## config.mk

```make
export PLATFORM = sky130hd
export DESIGN_NAME = ibuf2mac_flat
export DESIGN_NICKNAME = d
export VERILOG_FILES = /design/src/rtl/ibuf2mac_if.sv /design/src/rtl/ibuf2mac.sv /design/src/flat_wrapper.sv
export SDC_FILE = /design/constraint.sdc
export NUM_CORES = 1
export LEC_CHECK = 0
export ABC_AREA = 1
export CORE_UTILIZATION = 60
export CTS_CLUSTER_DIAMETER = 30
export DETAILED_ROUTE_END_ITERATION = 6
export GPL_ROUTABILITY_DRIVEN = 0
export PLACE_DENSITY_LB_ADDON = 0.2
export SETUP_SLACK_MARGIN = 0.2
export SLEW_MARGIN = 20
export SYNTH_ARGS = -nofsm -noshare
export SYNTH_HDL_FRONTEND = slang
export SYNTH_SLANG_ARGS = --single-unit
```

## constraint.sdc

```tcl
create_clock -name clk -period 8.3 [get_ports clk]
set_clock_uncertainty 0.15 [all_clocks]
set_input_delay 0.83 -clock clk [delete_from_list [all_inputs] [get_ports clk]]
set_output_delay 0.83 -clock clk [all_outputs]
set_load 0.01 [all_outputs]
```

## src/rtl/ibuf2mac_if.sv

```systemverilog
// 64-bit AXI4-Stream TX bundle between ibuf2mac and the 10G MAC.
interface ibuf2mac_if;
    logic [63:0] tdata;
    logic [7:0]  tstrb;
    logic        tvalid;
    logic        tready;
    logic        tlast;
    logic        tuser;

    modport master (output tdata, tstrb, tvalid, tlast, tuser, input tready);
    modport slave  (input tdata, tstrb, tvalid, tlast, tuser, output tready);
endinterface

```

## src/rtl/ibuf2mac.sv

```systemverilog
// Drains committed frames out of ibuf onto the MAC TX AXI4-Stream and hands
// consumed qword space back to the producer through committed_cons.
module ibuf2mac #(
    parameter int BW      = 9,
    parameter int MAX_LEN = 1518
) (
    input  logic          clk,
    input  logic          rst,
    input  logic [BW:0]   committed_prod,
    output logic [BW:0]   committed_cons,
    output logic [BW-1:0] rd_addr,
    input  logic [63:0]   rd_data,
    ibuf2mac_if.master    m_axis,
    output logic          err_len,
    output logic [31:0]   tx_frames
);
    localparam int PW = BW + 1;

    typedef enum logic [2:0] {S_IDLE, S_HDR, S_CHECK, S_STREAM, S_COMMIT} state_t;

    state_t      r_state, w_state_nxt;
    logic [BW:0] r_cons, r_rptr, r_committed_cons;
    logic [15:0] r_len;
    logic [16:0] r_nqw, r_rem, r_beats;
    logic [63:0] r_buf0, r_buf1;
    logic [1:0]  r_cnt;
    logic        r_dat_vld;
    logic        r_err_len;
    logic [31:0] r_tx_frames;

    logic [BW:0] w_occ, w_adv;
    logic [17:0] w_need;
    logic        w_fits, w_drop, w_start, w_done;
    logic        w_tvalid, w_last, w_pop, w_push, w_issue;
    logic [16:0] w_hdr_nqw;
    logic [7:0]  w_strb_last;

    assign w_occ       = committed_prod - r_cons;
    assign w_need      = 18'(r_nqw) + 18'd1;
    assign w_fits      = 18'(w_occ) >= w_need;
    assign w_adv       = r_cons + PW'(w_need);
    assign w_hdr_nqw   = (17'(rd_data[15:0]) + 17'd7) >> 3;
    assign w_strb_last = (r_len[2:0] == 3'd0) ? 8'hFF : ((8'h01 << r_len[2:0]) - 8'h01);

    assign w_tvalid = (r_state == S_STREAM) && (r_cnt != 2'd0);
    assign w_last   = w_tvalid && (r_beats == 17'd1);
    assign w_pop    = w_tvalid && m_axis.tready;
    assign w_push   = r_dat_vld;
    // A read lands in the buffer two edges after issue, so reserve its slot now.
    assign w_issue  = (r_state == S_STREAM) && (r_rem != 17'd0) &&
                      (3'(r_cnt) + 3'(w_push) + 3'd1 <= 3'd2 + 3'(w_pop));

    // Outside STREAM the address sits on cons so the header is ready in HDR.
    assign rd_addr = (r_state == S_STREAM) ? r_rptr[BW-1:0] : r_cons[BW-1:0];

    always_comb begin
        w_state_nxt = r_state;
        w_drop      = 1'b0;
        w_start     = 1'b0;
        w_done      = 1'b0;
        unique case (r_state)
            S_IDLE:   if (w_occ != '0) w_state_nxt = S_HDR;
            S_HDR:    w_state_nxt = S_CHECK;
            S_CHECK: begin
                if (r_len == 16'd0) begin
                    w_drop      = 1'b1;
                    w_state_nxt = S_COMMIT;
                end else if (w_fits) begin
                    if (r_len > 16'(MAX_LEN)) begin
                        w_drop      = 1'b1;
                        w_state_nxt = S_COMMIT;
                    end else begin
                        w_start     = 1'b1;
                        w_state_nxt = S_STREAM;
                    end
                end
            end
            S_STREAM: if (w_pop && w_last) begin
                w_done      = 1'b1;
                w_state_nxt = S_COMMIT;
            end
            S_COMMIT: w_state_nxt = S_IDLE;
            default:  w_state_nxt = S_IDLE;
        endcase
    end

    always_ff @(posedge clk or negedge rst) begin
        if (!rst) begin
            r_state          <= S_IDLE;
            r_cons           <= '0;
            r_rptr           <= '0;
            r_committed_cons <= '0;
            r_len            <= '0;
            r_nqw            <= '0;
            r_rem            <= '0;
            r_beats          <= '0;
            r_buf0           <= '0;
            r_buf1           <= '0;
            r_cnt            <= '0;
            r_dat_vld        <= 1'b0;
            r_err_len        <= 1'b0;
            r_tx_frames      <= '0;
        end else begin
            r_state   <= w_state_nxt;
            r_err_len <= w_drop;
            r_dat_vld <= w_issue;

            if (r_state == S_HDR) begin
                r_len <= rd_data[15:0];
                r_nqw <= w_hdr_nqw;
            end
            if (w_drop || w_done) r_cons <= w_adv;
            if (w_done) r_tx_frames <= r_tx_frames + 32'd1;
            if (r_state == S_COMMIT) r_committed_cons <= r_cons;

            if (w_start) begin
                r_rptr  <= r_cons + PW'(1);
                r_rem   <= r_nqw;
                r_beats <= r_nqw;
            end
            if (w_issue) begin
                r_rptr <= r_rptr + PW'(1);
                r_rem  <= r_rem - 17'd1;
            end
            if (w_pop) r_beats <= r_beats - 17'd1;

            // Two-entry skid buffer; r_buf0 is always the head beat on the bus.
            unique case ({w_push, w_pop})
                2'b10: begin
                    if (r_cnt == 2'd0) r_buf0 <= rd_data;
                    else               r_buf1 <= rd_data;
                    r_cnt <= r_cnt + 2'd1;
                end
                2'b01: begin
                    r_buf0 <= r_buf1;
                    r_cnt  <= r_cnt - 2'd1;
                end
                2'b11: begin
                    if (r_cnt == 2'd1) begin
                        r_buf0 <= rd_data;
                    end else begin
                        r_buf0 <= r_buf1;
                        r_buf1 <= rd_data;
                    end
                end
                default: ;
            endcase
        end
    end

    assign committed_cons = r_committed_cons;
    assign err_len        = r_err_len;
    assign tx_frames      = r_tx_frames;

    assign m_axis.tdata  = r_buf0;
    assign m_axis.tvalid = w_tvalid;
    assign m_axis.tlast  = w_last;
    assign m_axis.tstrb  = w_tvalid ? (w_last ? w_strb_last : 8'hFF) : 8'h00;
    assign m_axis.tuser  = 1'b0;
endmodule
```

## src/flat_wrapper.sv

```systemverilog
// flat-port wrapper written by rule: the top's interface ports become plain ports
module ibuf2mac_flat 
#(
    parameter int BW      = 9,
    parameter int MAX_LEN = 1518
)
  (clk, rst, committed_prod, committed_cons, rd_addr, rd_data, err_len, tx_frames, m_axis_tdata, m_axis_tstrb, m_axis_tvalid, m_axis_tlast, m_axis_tuser, m_axis_tready);
  ibuf2mac_if m_axis_i ();
  input  logic clk;
  input  logic rst;
  input  logic [BW:0] committed_prod;
  output logic [BW:0] committed_cons;
  output logic [BW-1:0] rd_addr;
  input  logic [63:0] rd_data;
  output logic err_len;
  output logic [31:0] tx_frames;
  output wire logic [$bits(m_axis_i.tdata)-1:0] m_axis_tdata;
  output wire logic [$bits(m_axis_i.tstrb)-1:0] m_axis_tstrb;
  output wire logic [$bits(m_axis_i.tvalid)-1:0] m_axis_tvalid;
  output wire logic [$bits(m_axis_i.tlast)-1:0] m_axis_tlast;
  output wire logic [$bits(m_axis_i.tuser)-1:0] m_axis_tuser;
  input wire logic [$bits(m_axis_i.tready)-1:0] m_axis_tready;
  assign m_axis_tdata = m_axis_i.tdata;
  assign m_axis_tstrb = m_axis_i.tstrb;
  assign m_axis_tvalid = m_axis_i.tvalid;
  assign m_axis_tlast = m_axis_i.tlast;
  assign m_axis_tuser = m_axis_i.tuser;
  assign m_axis_i.tready = m_axis_tready;
  ibuf2mac #(.BW(BW), .MAX_LEN(MAX_LEN)) u_core (.clk(clk), .rst(rst), .committed_prod(committed_prod), .committed_cons(committed_cons), .rd_addr(rd_addr), .rd_data(rd_data), .m_axis(m_axis_i), .err_len(err_len), .tx_frames(tx_frames));
endmodule
```

==> flow_summary.toml <==
[status]
outcome = "finished clean"

[power_and_ir_drop]
pwr-share-clk_pct = 59.5
max-vdd-ir-drop_v = 0.000224
leakage_nw = 8.86
finalPower_mw = 3.73
p_sw_mw = 0.852
sw_frac_of_total_pct = 22.9
power_frac_comb_pct = 5.5
internal_power_mw = 2.88
powerDensity_nw_per_um2 = 200
p_seq_share_pct = 35.0

[final_layout]
drive_gt1_share_pct = 9.77
diodes = 0
fin_nets = 2127
areaGrowthSynthToFinish_pct = 28.6
layout.cells.non_filler = 2367

[global_route]
grt_pass1_vias = 12700
antenna_found_initial = 0
grt_pass1_wl_um = 61500
grt.total_usage_pct = 31.1
grt_max_degree = 175
grt_remaining_overflow = 0
use_met3_pct = 7.19
gr-usage-met2_pct = 49.7
top_usage_layer = "met2"
gr-usage-met1_pct = 40.4

[worst_setup_path]
criticalPathCategory = "reg2reg"
critPathLaunch = "u_core.r_state[2]"
cp.required_ns = 8.55
end_kind = "register"
max_stage_delay_ns = 0.85
reg2regPathDepth = 10
crit_end = "u_core.r_buf1[12]"
cp_cell_sequence = "inv_2 -> nand2_2 -> nor2_4 -> nand2_2 -> nor2_2 -> inv_2 -> ha_1 -> o211ai_1 -> buf_4 -> o21ai_0"
crit_path_top_delay_cell = "buf_4"
startpoint_type = "register"
critical_path_arrival_ns = 4.96
regToRegSetupSlack_ns = 3.59
path_max_fanout = 114
reg2reg_from = "u_core.r_state[2]"
reg2reg_to = "u_core.r_buf1[12]"

[clock_network]
postCtsHoldBufs = 0
clk_path_buf_depth = 3
cts_buffers = 55
cts-resized-gates = 0
tritoncts = "done"
h-tree-depth = 2
cts.sinks = 260
cts_setup_buffers = 0
clkTransAtPathRegs_ns = 0.05
worstSkewPairLatency_ns = 0.57
root_buffer = "clkbuf_16"

[route]
vias = 13000
vias_per_cell = 5.51
first_iter_violations = 845
drt-pass1-iter-count = 5
routed_wl_um = 37300
drc = 0
final_antenna_net_count = 0
wire_per_inst_um = 15.8

[logic_synthesis]
synth_warnings = 0
synth_edf_count = 0
ys_ff_latch = 260
ys_seq_area_share_pct = 45.0
syn_nets = 1922
synth_top_flop_cell = "dfrtp_1"
synth.avg_cell_area_um2 = 8.04
netlist_instances = 1800
syn-cell-area_um2 = 14500
synth_cell_types = 46
ys_async_sr_fraction_pct = 100

[sta]
slew_viol_final = 0
fin_crit_sh_pct = 56.8
slew_headroom_pct = 36.0
tns_ns = 0
worst_pin_slew_ns = 0.960
rsz0062_at_grt = "no"
setup_viol = 0
period_minus_slack_ns = 4.71
hold_viol = 0
clock.fmax_ghz = 0.212

[min_path]
hp-class = "in2async"

[floorplan]
core_region_area_um2 = 23500
die_area_um2 = 24700
initial_core_util_pct = 61.5
die-height_um = 157
io_pins = 204
rows = 56
die_w_um = 157

[placement]
hpwl_um = 24400
post-place-cells = 2267
place.port_buffers = 202

[run]
drv_cap = 0
## per-stage QoR
stage | util, % | cell area (µm²) | setup slack [ns] | hold slack [ns]
2_1_floorplan | - | 14500 | 4.74 | 0.303
3_3_place_gp | 71.0 | 16700 | 3.68 | 0.316
3_5_place_dp | 71.0 | 16700 | 3.49 | 0.322
4_1_cts | 79.1 | 18600 | 3.63 | 0.162
5_1_grt | 79.1 | 18600 | 3.07 | 0.164
6_report | 79.1 | 18600 | 3.59 | 0.103
## cell families after synthesis
logic type / Yosys count / synth area share (%)
and+or+nand+nor: 740 / 22.0
buffers and inverters: 345 / 9.27
AOI/OAI and AO/OA: 278 / 10.7
DFF: 260 / 45.0
muxes: 67 / 5.21
xor gates and xnor gates: 64 / 3.87
adders and majority gates: 45 / 4.00
other: 1 / 0.0259
## worst min-delay path by stage
stage / cells past startpoint / from / endpoint / slack (ns)
finish: 1 / rst / u_core.r_rptr[3] / 0.10
global route: 1 / rst / u_core.r_rptr[3] / 0.16
CTS: 1 / rst / u_core.r_rptr[3] / 0.16
detailed placement: 2 / u_core.committed_cons[7] / u_core.committed_cons[7] / 0.32
global placement: 2 / u_core.r_buf1[15] / u_core.r_buf1[15] / 0.32
floorplan: 2 / u_core.r_buf1[0] / u_core.r_buf1[0] / 0.30
## metal layers
metal / wire length [µm] / share of wire [%]
met5: 0 / 0
met4: 1340 / 3.6
met3: 2830 / 7.6
met2: 17600 / 47
met1: 15600 / 42
## Yosys cell counts, types with 2 or more instances
cell,number,area [µm²]
a21oi_1,27,135
a31oi_1,3,18.8
buf_1,6,22.5
buf_2,10,50.1
buf_4,3,22.5
buf_6,3,33.8
clkbuf_1,40,150
dfrtp_1,260,6510
fa_1,2,40.0
ha_1,43,538
inv_1,276,1040
inv_2,6,22.5
mux2_2,66,743
nand2_1,412,1550
nand2_2,3,18.8
nand3_1,124,621
nand3b_1,2,15.0
nand4_1,28,175
nor2_1,115,432
nor2_2,6,37.5
nor2_4,4,45.0
nor3_1,31,155
nor3_2,2,20.0
nor4_1,6,37.5
o211ai_1,6,45.0
o21a_1,3,22.5
o21ai_0,149,746
o21ai_1,7,35.0
o21bai_1,6,45.0
o221ai_1,3,26.3
o22ai_1,68,425
o31ai_1,3,22.5
or2_2,2,12.5
xnor2_1,15,131
xor2_1,49,429
## critical path: cells and delay by family, from the launching register on
family,cells,cell delay [ns]
AO/OA/AOI/OAI,2,0.95
adder cells (fa/ha/maj),1,0.32
flip-flops,1,0.42
buffers and inverters,3,1.28
AND/OR/NAND/NOR,4,1.35
## cells in the final DEF, fill, tap and decap left out, types with 8 or more instances in the layout
master | netlist | routed
inv_1 | 276 | 276
nor3_1 | 31 | 31
o21ai_0 | 149 | 149
a21oi_1 | 27 | 26
ha_1 | 43 | 43
mux2_2 | 66 | 66
inv_6 | 0 | 8
dfrtp_1 | 260 | 260
xor2_1 | 49 | 49
clkbuf_16 | 0 | 55
xnor2_1 | 15 | 15
o22ai_1 | 68 | 68
clkinvlp_4 | 0 | 8
nor2_1 | 115 | 115
nand2_1 | 412 | 412
clkdlybuf4s50_1 | 0 | 201
nand3_1 | 124 | 124
nand4_1 | 28 | 28
## sequential cells by signal, summed over array words and instances (netlist names), 2 cells and up
register / cells
u_core.r_rptr: 9
u_core.tx_frames: 32
u_core.committed_cons: 10
u_core.r_nqw: 14
u_core.r_cons: 10
u_core.r_rem: 17
u_core.r_state: 3
u_core.r_buf1: 64
u_core.r_len: 16
u_core.r_beats: 17
u_core.r_cnt: 2
u_core.m_axis.tdata: 64
## power groups by stage
| stage | clock [mW] | sequential [mW] | combinational, mW |
|---|---|---|---|
| after global routing | 2.30 | 1.31 | 0.228 |
| final | 2.22 | 1.31 | 0.204 |
| after detailed placement | 0 | 1.32 | 0.203 |
| after floorplan | 0 | 1.33 | 0.0771 |
| after CTS | 2.24 | 1.31 | 0.206 |
| after global placement | 0 | 1.32 | 0.198 |
## cell type report
class	count	area, µm²
clock inverters	35	442
clock buffers	65	1460
inverters	283	1060
well taps	319	399
fillers	1582	4930
repair buffers	210	2100
multi-input cells	1195	6640
flip-flops and latches	260	6510
Power figures use the tool's default switching activity.
